## src/rtl/fifo_buffer_param_if.sv

```systemverilog
// fifo_buffer_param_if: write/read handshake and status bundle for the FIFO
interface fifo_buffer_param_if #(
  parameter int DATA_WIDTH = 8,
  parameter int ADDR_WIDTH = 3
);
  logic [DATA_WIDTH-1:0] DATA_IN;
  logic                  WRITE;
  logic                  Valid;
  logic                  READ;
  logic [DATA_WIDTH-1:0] DATA_OUT;
  logic                  VALID_OUT;
  logic [ADDR_WIDTH:0]   COUNT;
  logic                  FULL;
  logic                  EMPTY;
  logic                  ALMOST_FULL;
  logic                  ALMOST_EMPTY;
  logic                  OVERFLOW;
  logic                  UNDERFLOW;
  modport master (
    output DATA_IN, WRITE, Valid, READ,
    input  DATA_OUT, VALID_OUT, COUNT, FULL, EMPTY, ALMOST_FULL, ALMOST_EMPTY, OVERFLOW, UNDERFLOW
  );
  modport slave (
    input  DATA_IN, WRITE, Valid, READ,
    output DATA_OUT, VALID_OUT, COUNT, FULL, EMPTY, ALMOST_FULL, ALMOST_EMPTY, OVERFLOW, UNDERFLOW
  );
endinterface

```

## src/rtl/fifo_buffer_param.sv

```systemverilog
// fifo_buffer_param: synchronous FIFO with registered read data, occupancy flags and sticky error flags
module fifo_buffer_param #(
  parameter int DATA_WIDTH      = 8,
  parameter int ADDR_WIDTH      = 3,
  parameter int ALMOST_FULL_TH  = 6,
  parameter int ALMOST_EMPTY_TH = 2
) (
  input logic CLK,
  input logic RESET,
  fifo_buffer_param_if.slave bus
);
  localparam int DEPTH = 2 ** ADDR_WIDTH;
  localparam logic [ADDR_WIDTH:0] FULL_CNT = (ADDR_WIDTH + 1)'(DEPTH);
  localparam logic [ADDR_WIDTH:0] AF_CNT   = (ADDR_WIDTH + 1)'(ALMOST_FULL_TH);
  localparam logic [ADDR_WIDTH:0] AE_CNT   = (ADDR_WIDTH + 1)'(ALMOST_EMPTY_TH);
  logic [DATA_WIDTH-1:0] mem_q [DEPTH];
  logic [ADDR_WIDTH-1:0] wr_ptr_q, wr_ptr_d, rd_ptr_q, rd_ptr_d;
  logic [ADDR_WIDTH:0]   count_q, count_d;
  logic [DATA_WIDTH-1:0] data_out_q, data_out_d;
  logic                  valid_out_q, valid_out_d;
  logic                  overflow_q, overflow_d, underflow_q, underflow_d;
  logic                  empty, full, wr_req, rd_en, wr_en;
  // Accept decisions, pointer/count advance and sticky error capture
  always_comb begin
    empty       = count_q == '0;
    full        = count_q == FULL_CNT;
    wr_req      = bus.WRITE && bus.Valid;
    rd_en       = bus.READ && !empty;
    wr_en       = wr_req && (!full || rd_en);
    wr_ptr_d    = wr_en ? wr_ptr_q + ADDR_WIDTH'(1) : wr_ptr_q;
    rd_ptr_d    = rd_en ? rd_ptr_q + ADDR_WIDTH'(1) : rd_ptr_q;
    count_d     = count_q + {{ADDR_WIDTH{1'b0}}, wr_en} - {{ADDR_WIDTH{1'b0}}, rd_en};
    data_out_d  = rd_en ? mem_q[rd_ptr_q] : data_out_q;
    valid_out_d = rd_en;
    overflow_d  = overflow_q || (wr_req && !wr_en);
    underflow_d = underflow_q || (bus.READ && empty);
  end
  // Control state; reset clears everything except memory
  always_ff @(posedge CLK or posedge RESET) begin
    if (RESET) begin
      wr_ptr_q    <= '0;
      rd_ptr_q    <= '0;
      count_q     <= '0;
      data_out_q  <= '0;
      valid_out_q <= 1'b0;
      overflow_q  <= 1'b0;
      underflow_q <= 1'b0;
    end else begin
      wr_ptr_q    <= wr_ptr_d;
      rd_ptr_q    <= rd_ptr_d;
      count_q     <= count_d;
      data_out_q  <= data_out_d;
      valid_out_q <= valid_out_d;
      overflow_q  <= overflow_d;
      underflow_q <= underflow_d;
    end
  end
  // Storage array; contents survive reset but become unreachable once pointers clear
  always_ff @(posedge CLK) begin
    if (wr_en && !RESET) mem_q[wr_ptr_q] <= bus.DATA_IN;
  end
  assign bus.DATA_OUT     = data_out_q;
  assign bus.VALID_OUT    = valid_out_q;
  assign bus.COUNT        = count_q;
  assign bus.FULL         = full;
  assign bus.EMPTY        = empty;
  assign bus.ALMOST_FULL  = count_q >= AF_CNT;
  assign bus.ALMOST_EMPTY = count_q <= AE_CNT;
  assign bus.OVERFLOW     = overflow_q;
  assign bus.UNDERFLOW    = underflow_q;
endmodule

```

## src/flat_wrapper.sv

```systemverilog
// flat-port wrapper written by rule: the top's interface ports become plain ports
module fifo_buffer_param_flat 
#(
  parameter int DATA_WIDTH      = 8,
  parameter int ADDR_WIDTH      = 3,
  parameter int ALMOST_FULL_TH  = 6,
  parameter int ALMOST_EMPTY_TH = 2
)
  (CLK, RESET, bus_DATA_IN, bus_WRITE, bus_Valid, bus_READ, bus_DATA_OUT, bus_VALID_OUT, bus_COUNT, bus_FULL, bus_EMPTY, bus_ALMOST_FULL, bus_ALMOST_EMPTY, bus_OVERFLOW, bus_UNDERFLOW);
  fifo_buffer_param_if #(.DATA_WIDTH(DATA_WIDTH), .ADDR_WIDTH(ADDR_WIDTH)) bus_i ();
  input logic CLK;
  input logic RESET;
  input wire logic [$bits(bus_i.DATA_IN)-1:0] bus_DATA_IN;
  input wire logic [$bits(bus_i.WRITE)-1:0] bus_WRITE;
  input wire logic [$bits(bus_i.Valid)-1:0] bus_Valid;
  input wire logic [$bits(bus_i.READ)-1:0] bus_READ;
  output wire logic [$bits(bus_i.DATA_OUT)-1:0] bus_DATA_OUT;
  output wire logic [$bits(bus_i.VALID_OUT)-1:0] bus_VALID_OUT;
  output wire logic [$bits(bus_i.COUNT)-1:0] bus_COUNT;
  output wire logic [$bits(bus_i.FULL)-1:0] bus_FULL;
  output wire logic [$bits(bus_i.EMPTY)-1:0] bus_EMPTY;
  output wire logic [$bits(bus_i.ALMOST_FULL)-1:0] bus_ALMOST_FULL;
  output wire logic [$bits(bus_i.ALMOST_EMPTY)-1:0] bus_ALMOST_EMPTY;
  output wire logic [$bits(bus_i.OVERFLOW)-1:0] bus_OVERFLOW;
  output wire logic [$bits(bus_i.UNDERFLOW)-1:0] bus_UNDERFLOW;
  assign bus_i.DATA_IN = bus_DATA_IN;
  assign bus_i.WRITE = bus_WRITE;
  assign bus_i.Valid = bus_Valid;
  assign bus_i.READ = bus_READ;
  assign bus_DATA_OUT = bus_i.DATA_OUT;
  assign bus_VALID_OUT = bus_i.VALID_OUT;
  assign bus_COUNT = bus_i.COUNT;
  assign bus_FULL = bus_i.FULL;
  assign bus_EMPTY = bus_i.EMPTY;
  assign bus_ALMOST_FULL = bus_i.ALMOST_FULL;
  assign bus_ALMOST_EMPTY = bus_i.ALMOST_EMPTY;
  assign bus_OVERFLOW = bus_i.OVERFLOW;
  assign bus_UNDERFLOW = bus_i.UNDERFLOW;
  fifo_buffer_param #(.DATA_WIDTH(DATA_WIDTH), .ADDR_WIDTH(ADDR_WIDTH), .ALMOST_FULL_TH(ALMOST_FULL_TH), .ALMOST_EMPTY_TH(ALMOST_EMPTY_TH)) u_core (.CLK(CLK), .RESET(RESET), .bus(bus_i));
endmodule
```

## config.mk

```make
export PLATFORM = sky130hd
export DESIGN_NAME = fifo_buffer_param_flat
export DESIGN_NICKNAME = d
export VERILOG_FILES = /design/src/rtl/fifo_buffer_param_if.sv /design/src/rtl/fifo_buffer_param.sv /design/src/flat_wrapper.sv
export SDC_FILE = /design/constraint.sdc
export NUM_CORES = 1
export LEC_CHECK = 0
export CORE_AREA = 2 2 83 93
export DETAILED_ROUTE_END_ITERATION = 6
export DIE_AREA = 0 0 85 95
export HOLD_SLACK_MARGIN = 0.03
export PLACE_DENSITY = 0.73
export SYNTH_ARGS = -nofsm -noshare
export SYNTH_HDL_FRONTEND = slang
export SYNTH_SLANG_ARGS = --single-unit
```

## constraint.sdc

```tcl
create_clock -name CLK -period 2.25 [get_ports CLK]
set_input_delay 0.225 -clock CLK [delete_from_list [all_inputs] [get_ports CLK]]
set_output_delay 0.225 -clock CLK [all_outputs]
set_load 0.01 [all_outputs]
```

==> run summary <==
Status = finished, final reports clean
Count of warnings emitted by yosys = 0
Die area = 8080 µm²
Gpl congestion = 0.777
GRT overflow = 0
Area Overhead vs Synth = 22.2%
Most frequent cells in the layout = edfxtp_1, clkdlybuf4s50_1, dfrtp_1
Largest net degree at the start of global routing = 35
Vias = 1984
Power Density = 1190 nW/µm²
WP data required = 2030 ps
Most common cell after layout, fill and taps aside = edfxtp_1
Register bit total from synthesis = 85
Vias in the first global route = 2018
CTS clk-pin slew, worst paths = 90 ps
Register area share after synthesis = 0.689
RSZ-0062 raised after global routing = no
Post-Route Utilization = 0.600
Io pins = 32
Final min period = 2150 ps
Antenna Nets Post-Route = 0
Clk_skew = 14.5 ps
CP max FO = 11
Worst Hold Class = in -> async
CTS tree = built
Syn nets = 250
Clock Tree Buf Depth = 2
Hpwl dp = 4430 µm
VDD IR max = 0.864 mV
Yosys cell types = 36
Final hold violation count = 0
Remaining DRCs = 0
Slew Limit Fails = 0
Leak Pwr = 1.63 nW
Core ar. = 7230 µm²
Rows = 33
Predominant post-synthesis flop cell = edfxtp_1
Avg Vias per Cell = 5.39
Share of cells above drive strength 1 = 0.242
Slew at the pin with the worst max-slew slack = 591 ps
I/O Buffers = 31
Global-route usage over all layers = 0.169
Initial antenna violation count = 0
Worst skew pair latency = 350 ps
Final setup viols = 0
F_max = 466 MHz
Sinks on Clock Net = 85
Wire per inst = 17.3 µm
Iteration-0 DRC Markers = 97
Post-Synthesis Cells = 225
Root Driver = clkbuf_8
Synthesized area per cell = 15.8 µm²
Critical Path AT = 1920 ps
Async SR Flop Fraction = 0.247
Die height = 95 µm
DR pass1 iterations = 4
Worst Setup End Kind = output pin
Critical Path Start Type = register
Starting Density = 0.491
Fin crit share = 0.954
DIE WIDTH = 85 µm
N_diodes = 0
Max-cap violations = 0
First-pass GRT wire length = 10200 µm
Post-synth EDFFs = 64
Slew HR = 0.605
Num CTS Buffers = 9
H-tree depth = 3
Total power = 5.18 mW
Layout Nets = 301
Type of the worst setup path = reg -> out
Netlist Area Pre-Place = 3550 µm²
Final WL = 6360 µm
[Yosys cell counts, drive strengths merged (2+ instances only)]
cell type,instances,share of area
a21o,3,0.0063
a22o,8,0.020
buf,8,0.012
dfrtp,21,0.15
edfxtp,64,0.54
ha,11,0.039
inv,14,0.015
mux2,18,0.058
mux2i,16,0.045
nand2,5,0.0053
nand2b,2,0.0035
nor2,3,0.0032
nor2b,2,0.0035
nor3,4,0.0056
nor4,2,0.0035
nor4b,2,0.0049
o21ai,10,0.017
o22ai,8,0.014
o31ai,8,0.017
xnor2,5,0.012
[flip-flops by register name, summed over array words and instances, names as in the netlist]
signal                cells
u_core.rd_ptr_q           3
u_core.bus.OVERFLOW       1
u_core.bus.VALID_OUT      1
u_core.bus.DATA_OUT       8
u_core.bus.UNDERFLOW      1
u_core.mem_q             64
u_core.bus.COUNT          4
u_core.wr_ptr_q           3
[per-layer routing]
metal / share of wire / global-route usage
met3: 0.028 / 0.0315
met5: 0 / 0
met1: 0.48 / 0.226
met4: 0.019 / 0.0913
met2: 0.47 / 0.262
[power breakdown]
part           internal [mW]  switching, mW  leakage (nW)  total, mW
Combinational           1.01          0.921         0.701       1.93
Sequential              1.93          0.199         0.823       2.13
Clock                  0.539          0.584         0.105       1.12
[critical path, cell delays in order (launching register included)]
cell and delay, ps:
dfrtp_1 400, inv_2 110, ha_4 150, nor3b_4 180
buf_4 190, clkdlybuf4s50_1 540
[logic make-up (layout without fill, tap and decap cells)]
group,Yosys count,in the layout,synth area share
AND/OR/NAND/NOR,25,25,0.0402
AO/OA/AOI/OAI,40,40,0.0807
XOR/XNOR,6,6,0.0148
buffers and inverters,23,79,0.0275
adder cells (fa/ha/maj),12,12,0.0444
multiplexers,34,34,0.103
flip-flops,85,85,0.689
[path summary, 6_finish.rpt]
kind | cells past startpoint | to | from | slack (ps)
worst min-delay path | 3 | u_core.wr_ptr_q[1] | RESET | 280
max in group asynchronous | 3 | u_core.bus.DATA_OUT[5] | RESET | 1740
min in group CLK | 1 | u_core.bus.OVERFLOW | u_core.bus.OVERFLOW | 460
worst max register to register | 11 | u_core.bus.COUNT[1] | u_core.bus.COUNT[2] | 120
worst max-delay path | 5 | bus_EMPTY | u_core.bus.COUNT[2] | 100
worst min register to register | 1 | u_core.bus.OVERFLOW | u_core.bus.OVERFLOW | 460
[final cells by class]
cell class	instances	area [µm²]
well taps	87	109
fillers	565	2890
flip-flops and latches	85	2450
inverters	14	55.1
clock buffers	9	124
clock inverters	7	91.3
multi-input cells	117	1070
repair buffers	49	444
[metrics by stage]
stage | instance area [µm²] | setup slack [ps] | TNS [ps] | hold slack, ps | instances
after floorplan | 3610 | -163 | -4020 | 219 | 225
after global placement | 4120 | 144 | 0 | 437 | 351
after detailed placement | 4120 | 82.9 | 0 | 443 | 351
after CTS | 4340 | 82.1 | 0 | 294 | 368
after global routing | 4340 | 14.6 | 0 | 326 | 368
final | 4340 | 105 | 0 | 282 | 368
[timing repair]
action                                  4_1_cts  5_1_grt
hold endpoints to repair                      0        0
buffers inserted                              1        0
resized for setup                             1        0
endpoints found under the setup margin        1        0
hold buffers                                  0        0
Note: power is estimated with default switching activity, not from simulation.
